### config.mk
export PLATFORM = sky130hd
export DESIGN_NAME = micro86_sram
export DESIGN_NICKNAME = d
export VERILOG_FILES = /design/src/rtl/micro86_sram.sv
export SDC_FILE = /design/constraint.sdc
export NUM_CORES = 1
export LEC_CHECK = 0
export BUFFER_PORTS_ARGS = -buffer_cell sky130_fd_sc_hd__buf_2
export CAP_MARGIN = 20
export CORE_MARGIN = 5
export CORE_UTILIZATION = 35
export CTS_CLUSTER_SIZE = 10
export DETAILED_ROUTE_END_ITERATION = 6
export PLACE_DENSITY_LB_ADDON = 0.25
export SLEW_MARGIN = 20
export SYNTH_ARGS = -nofsm -noshare
export SYNTH_HDL_FRONTEND = slang
export SYNTH_SLANG_ARGS = --single-unit
export TNS_END_PERCENT = 1
### constraint.sdc
create_clock -name clock -period 2.2 [get_ports clock]
set_input_delay 0.22 -clock clock [delete_from_list [all_inputs] [get_ports clock]]
set_output_delay 0.22 -clock clock [all_outputs]
set_load 0.02 [all_outputs]
### src/rtl/micro86_sram.sv
// micro86 byte-bus responder: each processor byte access becomes one 16-bit SRAM cycle.
// Define MICRO86_SRAM_RDBUF_EN to build the one-word read buffer (zero-latency repeat reads).
module micro86_sram #(
  parameter int unsigned WAIT = 2
) (
  input  logic        clock,
  input  logic        reset_n,
  input  logic [19:0] a,
  input  logic [7:0]  o,
  input  logic        w,
  output logic [7:0]  i,
  output logic        ce,
  output logic [18:0] sram_a,
  input  logic [15:0] sram_dq_i,
  output logic [15:0] sram_dq_o,
  output logic        sram_dq_oe,
  output logic        sram_ce_n,
  output logic        sram_oe_n,
  output logic        sram_we_n,
  output logic        sram_lb_n,
  output logic        sram_ub_n
);

  localparam logic [1:0] IDLE     = 2'd0;
  localparam logic [1:0] ACCESS   = 2'd1;
  localparam logic [1:0] DONE     = 2'd2;
  localparam logic [3:0] CNT_INIT = 4'(WAIT - 1);

  logic [1:0]  state_q, state_d;
  logic [3:0]  cnt_q, cnt_d;
  logic        sel_q, sel_d;
  logic        wr_q, wr_d;
  logic        ce_q, ce_d;
  logic [7:0]  i_q, i_d;
  logic [18:0] sa_q, sa_d;
  logic [15:0] dq_q, dq_d;
  logic        dq_oe_q, dq_oe_d;
  logic        ce_n_q, ce_n_d;
  logic        oe_n_q, oe_n_d;
  logic        we_n_q, we_n_d;
  logic        lb_n_q, lb_n_d;
  logic        ub_n_q, ub_n_d;

  logic        hit_s;
  logic [7:0]  hit_byte_s;
  logic [7:0]  rd_byte_s;

  assign rd_byte_s = sel_q ? sram_dq_i[15:8] : sram_dq_i[7:0];

  // Next-state and next-output logic; all SRAM pins are driven from registers.
  always_comb begin
    state_d = state_q;
    cnt_d   = cnt_q;
    sel_d   = sel_q;
    wr_d    = wr_q;
    ce_d    = 1'b0;
    i_d     = i_q;
    sa_d    = sa_q;
    dq_d    = dq_q;
    dq_oe_d = dq_oe_q;
    ce_n_d  = ce_n_q;
    oe_n_d  = oe_n_q;
    we_n_d  = we_n_q;
    lb_n_d  = lb_n_q;
    ub_n_d  = ub_n_q;
    case (state_q)
      IDLE: begin
        if (hit_s) begin
          i_d = hit_byte_s;
        end else begin
          state_d = ACCESS;
          cnt_d   = CNT_INIT;
          sel_d   = a[0];
          wr_d    = w;
          sa_d    = a[19:1];
          dq_d    = {o, o};
          dq_oe_d = w;
          ce_n_d  = 1'b0;
          oe_n_d  = w;
          we_n_d  = 1'b1;
          lb_n_d  = a[0];
          ub_n_d  = ~a[0];
        end
      end
      ACCESS: begin
        if (cnt_q == 4'd0) begin
          state_d = DONE;
          ce_d    = 1'b1;
          dq_oe_d = 1'b0;
          ce_n_d  = 1'b1;
          oe_n_d  = 1'b1;
          we_n_d  = 1'b1;
          lb_n_d  = 1'b1;
          ub_n_d  = 1'b1;
          if (!wr_q) begin
            i_d = rd_byte_s;
          end else begin
            i_d = i_q;
          end
        end else begin
          // First ACCESS cycle keeps we_n high for address setup.
          cnt_d  = cnt_q - 4'd1;
          we_n_d = ~wr_q;
        end
      end
      DONE: begin
        state_d = IDLE;
      end
      default: begin
        state_d = IDLE;
        dq_oe_d = 1'b0;
        ce_n_d  = 1'b1;
        oe_n_d  = 1'b1;
        we_n_d  = 1'b1;
        lb_n_d  = 1'b1;
        ub_n_d  = 1'b1;
      end
    endcase
  end

  // State and registered outputs; reset forces the SRAM idle immediately.
  always_ff @(posedge clock or negedge reset_n) begin
    if (!reset_n) begin
      state_q <= IDLE;
      cnt_q   <= 4'd0;
      sel_q   <= 1'b0;
      wr_q    <= 1'b0;
      ce_q    <= 1'b0;
      i_q     <= 8'h00;
      sa_q    <= 19'd0;
      dq_q    <= 16'h0000;
      dq_oe_q <= 1'b0;
      ce_n_q  <= 1'b1;
      oe_n_q  <= 1'b1;
      we_n_q  <= 1'b1;
      lb_n_q  <= 1'b1;
      ub_n_q  <= 1'b1;
    end else begin
      state_q <= state_d;
      cnt_q   <= cnt_d;
      sel_q   <= sel_d;
      wr_q    <= wr_d;
      ce_q    <= ce_d;
      i_q     <= i_d;
      sa_q    <= sa_d;
      dq_q    <= dq_d;
      dq_oe_q <= dq_oe_d;
      ce_n_q  <= ce_n_d;
      oe_n_q  <= oe_n_d;
      we_n_q  <= we_n_d;
      lb_n_q  <= lb_n_d;
      ub_n_q  <= ub_n_d;
    end
  end

  assign sram_a     = sa_q;
  assign sram_dq_o  = dq_q;
  assign sram_dq_oe = dq_oe_q;
  assign sram_ce_n  = ce_n_q;
  assign sram_oe_n  = oe_n_q;
  assign sram_we_n  = we_n_q;
  assign sram_lb_n  = lb_n_q;
  assign sram_ub_n  = ub_n_q;

`ifdef MICRO86_SRAM_RDBUF_EN
  logic [18:0] tag_q;
  logic [15:0] data_q;
  logic        valid_q;

  assign hit_s      = (state_q == IDLE) && !w && valid_q && (a[19:1] == tag_q);
  assign hit_byte_s = a[0] ? data_q[15:8] : data_q[7:0];

  // Buffer fill on completed reads; writes to the buffered word patch the matching byte.
  always_ff @(posedge clock or negedge reset_n) begin
    if (!reset_n) begin
      tag_q   <= 19'd0;
      data_q  <= 16'h0000;
      valid_q <= 1'b0;
    end else if ((state_q == ACCESS) && (cnt_q == 4'd0) && !wr_q) begin
      tag_q   <= sa_q;
      data_q  <= sram_dq_i;
      valid_q <= 1'b1;
    end else if ((state_q == DONE) && wr_q && valid_q && (sa_q == tag_q)) begin
      if (sel_q) begin
        data_q[15:8] <= dq_q[15:8];
      end else begin
        data_q[7:0] <= dq_q[7:0];
      end
    end else begin
      valid_q <= valid_q;
    end
  end

  assign ce = ce_q | hit_s;
  assign i  = hit_s ? hit_byte_s : i_q;
`else
  assign hit_s      = 1'b0;
  assign hit_byte_s = 8'h00;
  assign ce         = ce_q;
  assign i          = i_q;
`endif

endmodule

## After elaboration in Yosys (flattened, before gate mapping)

Index checks and enable logic that the tools add are counted.

- Register bits: 58
- Output and inout port bits: 50
- Word-level logic and storage cells: 44

- Add/sub/neg operators: 1
- Eq/ne operators: 4
- Muxes and demuxes: 16
- Bitwise logic cells: 3
- Reduce and logical (&&, ||, !) cells: 6

Operators by type and width:

| kind | count |
|---|---|
| $pmux 1 s3 | 5 |
| $mux 8 | 1 |
| $pmux 4 s2 | 1 |
| $mux 1 | 5 |
| $logic_not 4->1 | 1 |
| $mux 4 | 1 |
| $ne 2x2->1 const B | 2 |
| $pmux 2 s2 | 1 |
| $reduce_and 2->1 | 2 |
| $sub 4x1->4 const B | 1 |
| $not 1->1 | 3 |
| $reduce_and 3->1 | 1 |
| $eq 2x1->1 const B | 1 |
| $eq 2x2->1 const B | 1 |
| $logic_not 2->1 | 1 |
| $mux 2 | 1 |
| $pmux 1 s2 | 1 |
| $reduce_bool 2->1 | 1 |

## Logic depth before layout (Yosys ltp)

- Depth after elaboration: 3
- Depth in mapped cells: 6
- Depth with buffers taken out: 5

## Worst setup path after synthesis

OpenSTA, ideal clock, no wires.

- Path type: register to register
- From: reg cnt_q[0]
- To: reg i_q[0] (netlist: i[0])
- Arrival time: 1.747 ns
- Data required time: 2.075 ns
- Setup slack: 0.328 ns
- Cell stages (with the launch flop): 7
- Clock period less this slack: 1.872 ns
- Path through: dfrtp_1 inv_1 ha_1 or3b_4 or3_1 buf_6 mux2_4

- Cells in the longest elaborated chain, start to end: 2

RTL lines:

| element | line | source |
|---|---|---|
| start: declaration | 30 | `logic [3:0] cnt_q, cnt_d;` |
| start signal: assignment | 140 | `cnt_q <= cnt_d;` |
| $logic_not 4->1 | 86 | `if (cnt_q == 4'd0) begin` |
| $reduce_and 3->1 (no source line) | n/a |  |
| end signal: assignment | 144 | `i_q <= i_d;` |
| end: declaration | 34 | `logic [7:0] i_q, i_d;` |

No other way between the ends.
A chain may end at the register's enable or synchronous reset.

## Worst setup path after layout

- From: reg cnt_q[0]
- To: reg i_q[6] (netlist: i[6])

The elaborated chain is that of the path after synthesis.

==> flow_summary.ini <==
[placement]
place_area_sq_um = 2680
place_ws_ps = 121
finalWeightedCongestion = 0.761
hpwl_microns = 3570
portBuffers = 96

[setup_path]
max_stage_delay_ps = 540
reg2regPathDepth = 5
cp-start-kind = flip-flop
worstReg2RegStart = cnt_q[0]$_DFFE_PN0P_
critical_path_required_ps = 2380
rr_endpoint = i[6]$_DFFE_PN0P_
reg2reg_slack_ps = 120
crit_path_max_fanout = 8
cp-end-kind = flip-flop
critical_path_class = flip-flop to flip-flop
worstPathCellList = inv_1 -> ha_1 -> or3b_4 -> or3_1 -> mux2_4
crit_family = simple AND/OR/NAND/NOR gates
cp_slowest_cell = or3_1
path_buf_inv = 1
critical_path_arrival_ps = 2260

[die]
core_area_sq_um = 5960
fp.dieArea_sq_um = 7850
floorplan.initialDensity_pct = 36.3
die_w_microns = 88.6
io_pins = 97
die_h_microns = 88.6
rows = 28

[synthesis]
synth_compound_area_share_pct = 3.88
synth_xor_area_share_pct = 0
ys_seq_elements = 50
yosysTopAreaCell = dfrtp_1
yosys.area_share.simple_pct = 5.50
synth_top_area_share_pct = 52.1
synth_fa_ha_area_share_pct = 1.16
synth_top_family_by_area = multiplexers
syn-num-nets = 201
synth.distinct_cells = 28
yosysWarnings = 0
synth.area.mux_share_pct = 26.3
seq_area_frac_synth_pct = 58.2
avgSynthCellArea_sq_um = 14.2
synthCells = 152
netlist_top_cells_area = dfrtp_1 52%, mux2_2 20%, dfstp_2 6.1%, mux2_4 5.6%, buf_4 2.8%
netlist_area_sq_um = 2160

[worst_hold_path]
hold_depth = 2
hp-class = primary input to flip-flop
hp-start = a[9]
hold_end = sram_a[8]$_DFFE_PN0P_

[timing]
setup_slack_ps = 119
hold_viol = 0
setup_viol = 0
fmax_mhz = 481
setup_tns_ps = 0
slew_viol_final = 0
worst_slew_pin_slew_ps = 482
fin_skew_ps = 8.72
timing.slew.headroom_pct = 67.9
finalCritPeriodShare_pct = 94.6
fin_crit_ps = 2080
grt_setup_unrepaired = no

[drt]
drc = 0
ant_nets = 0
wirelength_microns = 4530
wl_per_cell_microns = 14.1
drt-initial-drc-count = 57
dr.pass1.iters = 4
vias = 1465
viasPerCell = 4.55

[power_and_ir_drop]
p_leak_nw = 1.39
fin_total_pwr_mw = 2.04
power-per-cell-area_nw_per_um2 = 719
peakVddDrop_v = 0.000316

[finish]
finalCoreUtilization_pct = 47.6
final_area_sq_um = 2840
syn_to_final_growth_pct = 31.2
drive_above_1_share_pct = 66.4
final_common_cell = buf_2
num-nets-final = 295
final_cell_mix = 96 x buf_2, 45 x dfrtp_1, 39 x mux2_2
diodes = 0

[clock_tree]
insertion_delay_ps = 300
tritoncts = done
cts.sinks = 50
cts.repair.resized = 0
htreeDepth = 2
root_buffer = clkbuf_8
path_clk_slew_ps = 90
clock_path_buffers = 2
numCtsBuffers = 5

[global_routing]
grt_pass1_vias = 1471
grt_pass1_wl_microns = 7000
grt_max_degree = 29
antenna_found_initial = 0
grt.overflow.total = 0
track_usage_pct = 11.7

[outcome]
status = finished, final reports clean

[run]
maxCapViolCount = 0
## where the power goes
part / switching, mW / internal (mW) / leakage, nW
registers: 0.0287 / 0.970 / 0.583
clock network: 0.291 / 0.485 / 0.0714
logic: 0.138 / 0.126 / 0.737
## layer usage
metal  up-vias  wire (microns)  global-route usage (%)
li1        708               -                       -
met1       718            1680                    12.7
met2        35            2540                    21.6
met3         4             262                    3.17
met4         0              51                    4.40
met5         -               0                       0
## synthesized netlist by cell type
cell and count:
nor2_1 6, a311o_1 1, or3b_4 1, o22a_1 2, nand2_1 1, ha_1 2
buf_1 1, or3_1 2, a21oi_1 4, nor3_1 2, mux2_4 8, buf_4 8
o2bb2ai_1 1, o21ai_0 4, inv_1 2, clkbuf_1 4, and2_1 1, dfstp_2 5
dfrtp_1 45, nand2b_1 3, nor4_1 1, mux2i_1 1, nor2b_1 2, buf_6 1
buf_2 2, a211oi_1 1, nor3b_1 2, mux2_2 39
## area by class of cell
class	instances	area, sq um
clock buffers	6	82.6
multi-input cells	84	800
fillers	559	3120
flip-flops and latches	50	1260
clock inverters	2	60.1
repair buffers	103	536
well taps	75	93.8
inverters	2	7.51
## worst reg2reg max path: stages, from the launching register on
cell     delay, ps
dfrtp_1        380
inv_1          100
ha_1           190
or3b_4         400
or3_1          540
mux2_4         370
## per-stage QoR
stage	hold slack [ps]	instances
finish	143	322
global route	128	322
CTS	132	322
detailed placement	193	313
global placement	191	313
floorplan	-75.6	152
## kinds of logic (layout without fill, tap and decap cells)
kind of cell	Yosys count	in the layout
adders and majority gates	2	2
AOI/OAI and AO/OA	13	13
buffers and inverters	18	113
DFF	50	50
and+or+nand+nor	21	21
muxes	48	48
## registers in the layout, indices dropped and copies added, names as in the netlist
name / count
ce: 1
cnt_q: 4
i: 8
sel_q: 1
sram_a: 19
sram_ce_n: 1
sram_dq_o: 8
sram_dq_oe: 1
sram_lb_n: 1
sram_oe_n: 1
sram_ub_n: 1
sram_we_n: 1
state_q: 2
wr_q: 1
## repair_timing
item | in CTS | in global routing
buffers inserted | 0 | 0
endpoints found under the hold margin | 14 | 0
hold buffers | 1 | 0
## worst max-delay path by stage
stage                          from               end  cells past startpoint
6_report       cnt_q[0]$_DFFE_PN0P_  i[6]$_DFFE_PN0P_                      5
5_1_grt        cnt_q[0]$_DFFE_PN0P_  i[6]$_DFFE_PN0P_                      5
4_1_cts        cnt_q[0]$_DFFE_PN0P_  i[6]$_DFFE_PN0P_                      5
3_5_place_dp   cnt_q[0]$_DFFE_PN0P_  i[6]$_DFFE_PN0P_                      5
3_3_place_gp   cnt_q[0]$_DFFE_PN0P_  i[5]$_DFFE_PN0P_                      5
2_1_floorplan  cnt_q[0]$_DFFE_PN0P_  i[0]$_DFFE_PN0P_                      6
No activity file was read; power rests on OpenSTA's default activity.
